$ cat src/rtl/mem_bus_ctrl.sv
// mem_bus_ctrl: translates datapath load/store requests into accesses on an
// external 32-bit word bus. Sub-word stores are performed as read-modify-write:
// the current word is read, the datapath merges into it, and the result is
// written back.
// Optional build macro: MEM_TIMEOUT_EN adds an 8-bit bus wait counter that
// aborts a READ/WRITE into ERR after 256 cycles without bus_ack.
module mem_bus_ctrl (
    input  logic        clk,
    input  logic        rst_n,
    input  logic        mem_req,
    input  logic        mem_we,
    input  logic [1:0]  size,
    input  logic [31:0] d_addr,
    input  logic [31:0] dout,
    output logic [31:0] din,
    output logic        mem_busy,
    output logic        mem_done,
    output logic        mem_err,
    output logic [31:0] bus_addr,
    output logic [31:0] bus_wdata,
    output logic        bus_rd,
    output logic        bus_wr,
    input  logic        bus_ack,
    input  logic [31:0] bus_rdata
);

    typedef enum logic [2:0] {
        IDLE,
        READ,
        MERGE,
        WRITE,
        DONE,
        ERR
    } state_t;

    localparam logic [1:0] SIZE_DWORD   = 2'b10;
    localparam logic [1:0] SIZE_INVALID = 2'b11;

    state_t      state;
    state_t      state_next;
    logic        we_q;
    logic [1:0]  size_q;
    logic        timeout;

    // State register; reset aborts any transaction in flight.
    // NOTE: sequential state uses non-blocking (<=) so every flop samples
    // pre-edge values regardless of the order the blocks are evaluated in.
    always_ff @(posedge clk or negedge rst_n) begin
        if (!rst_n) begin
            state <= IDLE;
        end else begin
            state <= state_next;
        end
    end

    // Request capture, read data return and store data capture.
    always_ff @(posedge clk or negedge rst_n) begin
        if (!rst_n) begin
            bus_addr  <= '0;
            bus_wdata <= '0;
            din       <= '0;
            we_q      <= 1'b0;
            size_q    <= 2'b00;
        end else begin
            if (state == IDLE && mem_req) begin
                bus_addr <= {d_addr[31:2], 2'b00};
                we_q     <= mem_we;
                size_q   <= size;
            end
            if (state == READ && bus_ack) begin
                din <= bus_rdata;
            end
            if (state == MERGE) begin
                bus_wdata <= dout;
            end
        end
    end

`ifdef MEM_TIMEOUT_EN
    logic [7:0] wait_cnt;

    // Wait counter: runs while a strobe is unanswered, cleared outside READ/WRITE.
    always_ff @(posedge clk or negedge rst_n) begin
        if (!rst_n) begin
            wait_cnt <= '0;
        end else if (state == READ || state == WRITE) begin
            if (!bus_ack) begin
                wait_cnt <= wait_cnt + 8'd1;
            end
        end else begin
            wait_cnt <= '0;
        end
    end

    assign timeout = (wait_cnt == 8'hFF) && !bus_ack;
`else
    assign timeout = 1'b0;
`endif

    // Next-state and output decode.
    // NOTE: every output gets a default before the case so no path through
    // the block leaves a signal unassigned, which would infer a latch.
    always_comb begin
        state_next = state;
        bus_rd     = 1'b0;
        bus_wr     = 1'b0;
        mem_done   = 1'b0;
        mem_err    = 1'b0;
        mem_busy   = 1'b0;
        case (state)
            IDLE: begin
                mem_busy = mem_req;
                if (mem_req) begin
                    if (size == SIZE_INVALID) begin
                        state_next = ERR;
                    end else if (mem_we && size == SIZE_DWORD) begin
                        state_next = MERGE;
                    end else begin
                        state_next = READ;
                    end
                end
            end
            READ: begin
                mem_busy = 1'b1;
                bus_rd   = 1'b1;
                if (bus_ack) begin
                    // Only a sub-word store reaches READ with we set; it
                    // continues into the merge/write-back half.
                    state_next = (we_q && size_q != SIZE_DWORD) ? MERGE : DONE;
                end else if (timeout) begin
                    state_next = ERR;
                end
            end
            MERGE: begin
                mem_busy   = 1'b1;
                state_next = WRITE;
            end
            WRITE: begin
                mem_busy = 1'b1;
                bus_wr   = 1'b1;
                if (bus_ack) begin
                    state_next = DONE;
                end else if (timeout) begin
                    state_next = ERR;
                end
            end
            DONE: begin
                mem_done   = 1'b1;
                state_next = IDLE;
            end
            ERR: begin
                mem_busy   = 1'b1;
                mem_done   = 1'b1;
                mem_err    = 1'b1;
                state_next = IDLE;
            end
            default: begin
                state_next = IDLE;
            end
        endcase
    end

endmodule

$ cat config.mk
export PLATFORM = sky130hd
export DESIGN_NAME = mem_bus_ctrl
export DESIGN_NICKNAME = d
export VERILOG_FILES = /design/src/rtl/mem_bus_ctrl.sv
export SDC_FILE = /design/constraint.sdc
export NUM_CORES = 1
export LEC_CHECK = 0
export BUFFER_PORTS_ARGS = -buffer_cell sky130_fd_sc_hd__buf_4
export CORE_UTILIZATION = 40
export CTS_CLUSTER_SIZE = 14
export DETAILED_ROUTE_END_ITERATION = 7
export PLACE_DENSITY_LB_ADDON = 0.15
export SLEW_MARGIN = 20
export SYNTH_ARGS = -nofsm -noshare
export SYNTH_HDL_FRONTEND = slang
export SYNTH_SLANG_ARGS = --single-unit
$ cat constraint.sdc
create_clock -name clk -period 5 [get_ports clk]
set_input_delay 0.25 -clock clk [delete_from_list [all_inputs] [get_ports clk]]
set_output_delay 0.25 -clock clk [all_outputs]
set_load 0.005 [all_outputs]
# After elaboration in Yosys (flattened, before gate mapping)
# Index checks and enable logic that the tools add are counted.
[word_totals] wordCells=37 register_bits=100 out_inout_bits=101 input_bits=103
[classes] mux=12 reduce_logical=8 eq_ne=11
[ops] op="$mux W3" n=5
[ops] op="$pmux W3 S4" n=1
[ops] op="$ne A2 B2 Y1 const B" n=4
[ops] op="$eq A3 B2 Y1 const B" n=2
[ops] op="$eq A3 B3 Y1 const B" n=2
[ops] op="$eq A2 B2 Y1 const B" n=2
[ops] op="$logic_and A1 B1 Y1" n=4
[ops] op="$mux W1" n=4
[ops] op="$reduce_or A4 Y1" n=1
[ops] op="$eq A3 B1 Y1 const B" n=1
[ops] op="$logic_not A3 Y1" n=1
[ops] op="$reduce_and A3 Y1" n=1
[ops] op="$mux W2" n=1
[ops] op="$pmux W1 S2" n=1
[ops] op="$reduce_or A2 Y1" n=1

# Logic depth before layout (Yosys ltp)
[depth] depth_word=6 mapped_depth=6 mapped_depth_nobuf=4

# Worst setup path after synthesis
# OpenSTA, ideal clock, no wires.
[synth_path] path_type="register to register" from="reg state[2]" to="reg bus_addr[14]" path_stages_with_launch=5 synth_period_minus_slack_ps=1607 t_arrival_ps=1482 path_buffers=2 setup_ps=125 setup_slack_ps=3393 required_ps=4875 path_cell_list="dfrtp_1 -> buf_6 -> nor4b_4 -> buf_6 -> mux2_2"
[synth_between] elab_chain_cells=2
[synth_rtl] element="start: declaration" line="39" source="state_t state;"
[synth_rtl] element="start signal: assignment" line="52" source="state <= state_next;"
[synth_rtl] element="$logic_not A3 Y1" line="65" source="if (state == IDLE && mem_req) begin"
[synth_rtl] element="$logic_and A1 B1 Y1" line="65"
[synth_rtl] element="end signal: assignment" line="66" source="bus_addr <= {d_addr[31:2], 2'b00};"
[synth_rtl] element="end: declaration" line="19" source="output logic [31:0] bus_addr,"
# No other way between the ends.
# A chain may end at the register's enable or synchronous reset.

# Final worst setup path
[layout_path] from="reg state[0]" to="reg din[22]"
[layout_between] elab_chain_cells=2
[layout_rtl] element="$eq A3 B1 Y1" line="70" source="if (state == READ && bus_ack) begin"
[layout_rtl] element="$logic_and A1 B1 Y1" line="70"
[layout_rtl] element="end signal: assignment" line="71" source="din <= bus_rdata;"
[layout_rtl] element="end: declaration" line="15" source="output logic [31:0] din,"
# No other way between the ends.

==> summary by stage <==
Run status
The flow ran to the end, and the final reports show no timing, DRC or antenna violations.

Clock tree
In this run the number of H-tree levels came out at 3. The number of buffers created by CTS is 9. Once the clock tree was built, the resizer swapped 0 gates to a different size.

The clock latency of the later-clocked register in the worst-skew pair is 350 ps. The root buffer cell is clkbuf_8. The clock tree from TritonCTS is yes. The clock net in this run drives a total of 100 sinks.

The maximum clock path buffer count is 2. After clock tree synthesis, the clock-pin slew on the worst setup and hold paths is 80 ps.

Setup path
The signal on the critical path passes through nor3b_2 -> and2_1 -> buf_4 -> mux2_2. The nature of the critical path endpoint is a flop. The path length in cells of the critical path is 4. For the worst setup path, the data arrival time is roughly 2100 ps.

In this run the critical register-to-register path is captured at din[22]$_DFFE_PN0P_. The largest single stage delay on the critical path is between 600 and 700 ps. The critical path in this run is classified as reg2reg. The startpoint of the most critical register-to-register path is state[0]$_DFFE_PN0P_. The combined buffer and inverter count along the critical path is 1.

In this run the worst path has a maximum fanout of 32. For the worst setup path, the data required time is 5230 ps. Following the worst setup path forward leads to its endpoint at din[22]$_DFFE_PN0P_. In this design, the largest share of critical-path delay is due to flip-flops. Counting cells, the worst reg-to-reg path comes to 4. Tracing the worst setup path back leads to its startpoint at state[0]$_DFFE_PN0P_. The worst setup path is launched from a flop.

Across all register-to-register paths, the minimum setup slack is 3110 ps. For this design, the slowest cell found on the critical path is dfrtp_1.

Cells and area
For this run, the share of the core covered by cells in the final layout is 0.608. The library cell used most frequently in the layout, excluding fill and tap cells, is buf_4. The number of nets in the final layout is 544. After routing the design area is 5670 um^2.

The layout cell share with drive strength beyond 1 is 0.698. In the layout the commonest cells are buf_4, dfrtp_1, mux2_2, clkbuf_8, mux2_1. The number of antenna diodes in the final layout is 0. From synthesis to final layout, the design area changed by 45.5%. Leaving out filler cells and counting taps, the final layout contains about 570.

GRT
Summed over all layers, the global routing overflow is 0. Entering global routing, the biggest net connects 74 pins. The initial antenna violation count was 0. The global-route track usage on met3 is 0.0638.

The met1 demand-to-capacity share in global routing is 0.201. In the global route stage, overall resource usage came out at 0.166. The met2 capacity usage during global routing is 0.271. The layer flagged by global routing as most heavily used is met2. The via count of the first global-routing pass is ~2600.

The global-route wire length before repair is 12800 um.

Route
The first TritonRoute pass finished after 4 iterations. The first routing iteration left 36 violations. The wire length per cell is around 15 um. The overall routed net length is 8340 um. The detail route stage leaves a number of antenna-violating nets equal to 0.

The total number of vias is approximately 2600. The number of remaining DRC errors is 0. The number of vias per cell is 4.57.

Placement
The congestion estimate from routability-driven global placement came to 0.763. The total instance count after detailed placement is 558. The setup slack at placement is 3110 ps. Once detailed placement completed, the half-perimeter wirelength came to 6160 um. The area of placed instances is 5470 um^2. Input and output buffers added on the ports amount to 199.

STA
Setup violations remaining at the end of the flow were counted as 0. The fraction of the cycle the final worst path needs is 0.378. For this run, the top clock speed supported by timing is 0.529 GHz. The number of max-slew violations in the final report is 0.

The normalized max-slew margin is 0.393. The setup slack of the critical path after layout is between 3000 and 4000 ps. Across the routed clock network, the largest skew measured is roughly 11 ps. The slew at the pin closest to its max-slew limit is approximately 900 ps. The final total negative setup slack is 0 ps.

Setup repair after global routing left no endpoint under its margin. The time the final worst path needs with I/O delays and setup is 1890 ps. The hold violation total from the final report is 0.

Logic synthesis
In this run the mean area of a mapped cell was about 16 um^2. The share of synthesized area in the top cell type comes to 0.642. The synthesized flop and latch total is 100. Synthesis produced 240 cells. Yosys attributes the largest share of cell area to dfrtp_1, mux2_2, mux2_1. The cell taking the most area after synthesis is dfrtp_1. The register area share after synthesis is 0.642.

The netlist uses 25 different library cells. The netlist area before placement is 3890 um^2. The count of warnings emitted by yosys is 0.

Floorplan
The placeable core region is 9330 um^2. The die covers 10100 um^2. For this design the top-level I/O count stands at 204.

From left edge to right edge, the die measures 101 um. The die is ~100 um tall. The starting density of the core is 0.418. The number of rows created at floorplan is 35.

Flow run
Across the run, the number of max-cap violations was 0.

Power and ir drop
The static leakage power is 2.71 nW. IR analysis of the VDD net gives a maximum drop of 0.279 mV. The power density over the cells is 605 nW/um^2.

Hold path
The class of the worst hold path is in2reg.
[repair_timing]
action	CTS	global route
buffers inserted	0	0
hold endpoints to repair	27	0
hold buffers	1	0
setup endpoints to repair	0	0
[layer usage]
metal | vias to the layer above | part of all wire
li1 | 1233 | -
met1 | 1250 | 0.40
met2 | 125 | 0.48
met3 | 10 | 0.10
met4 | 0 | 0.013
met5 | - | 0
[state kept, by name, indices dropped and copies added (netlist names)]
register	flops
we_q	1
bus_wdata	32
state	3
bus_addr	30
din	32
size_q	2
[final cells by class]
type / instances / area [um^2]
clock inverter: 4 / 51.3
inverter: 3 / 11.3
clock buffer: 10 / 138
tap: 129 / 161
sequential: 100 / 2500
multi-input combinational: 123 / 1270
timing repair buffer: 204 / 1530
fill: 764 / 3660
[cells by family (layout without fill, tap and decap cells)]
logic type,count (synthesis),after routing,share of synthesized area
compound gates,11,11,0.0180
buf+inv,18,221,0.0344
flops,100,100,0.642
mux,96,96,0.278
other cells,1,2,0.000963
simple gates,14,14,0.0267
[worst min path at each step]
stage | start | end | slack [ps] | depth (start not counted)
final | bus_ack | state[0]$_DFFE_PN0P_ | 110 | 2
after floorplan | rst_n | bus_addr[10]$_DFFE_PN0P_ | -50 | 0
after CTS | bus_ack | state[0]$_DFFE_PN0P_ | 90 | 2
after detailed placement | rst_n | din[13]$_DFFE_PN0P_ | 180 | 1
after global placement | rst_n | din[13]$_DFFE_PN0P_ | 180 | 1
after global routing | d_addr[23] | bus_addr[23]$_DFFE_PN0P_ | 90 | 2
[metrics by stage]
step / hold slack (ps) / power [mW]
after floorplan: -45.6 / 2.17
after global placement: 180 / 2.93
after detailed placement: 179 / 2.98
after CTS: 93.8 / 3.49
after global routing: 88.4 / 3.67
final: 113 / 3.43
[worst reg2reg max path, stage by stage (launching register included)]
cell,delay [ps]
dfrtp_1,610
nor3b_2,260
and2_1,150
buf_4,360
mux2_2,410
[cell usage after synthesis (all sizes together)]
cell type and number:
nand3 1, and3 1, buf 15, conb 1
nor3b 2, o21ai 4, nand2 3, nand3b 1
nor2 2, nor2b 1, nor4b 1, o31ai 1
a221oi 1, inv 3, mux2 96, a21oi 3
and2 1, o21ba 1, o2bb2ai 1, nor3 1
dfrtp 100
[power by group]
group	leakage, nW	total (mW)	internal (mW)	switching [mW]
registers	1.19	1.46	1.23	0.235
clock network	0.0942	0.500	0.240	0.260
logic	1.43	1.47	0.978	0.488
total	2.71	3.43	2.44	0.983
(Power assumes the default switching activity.)
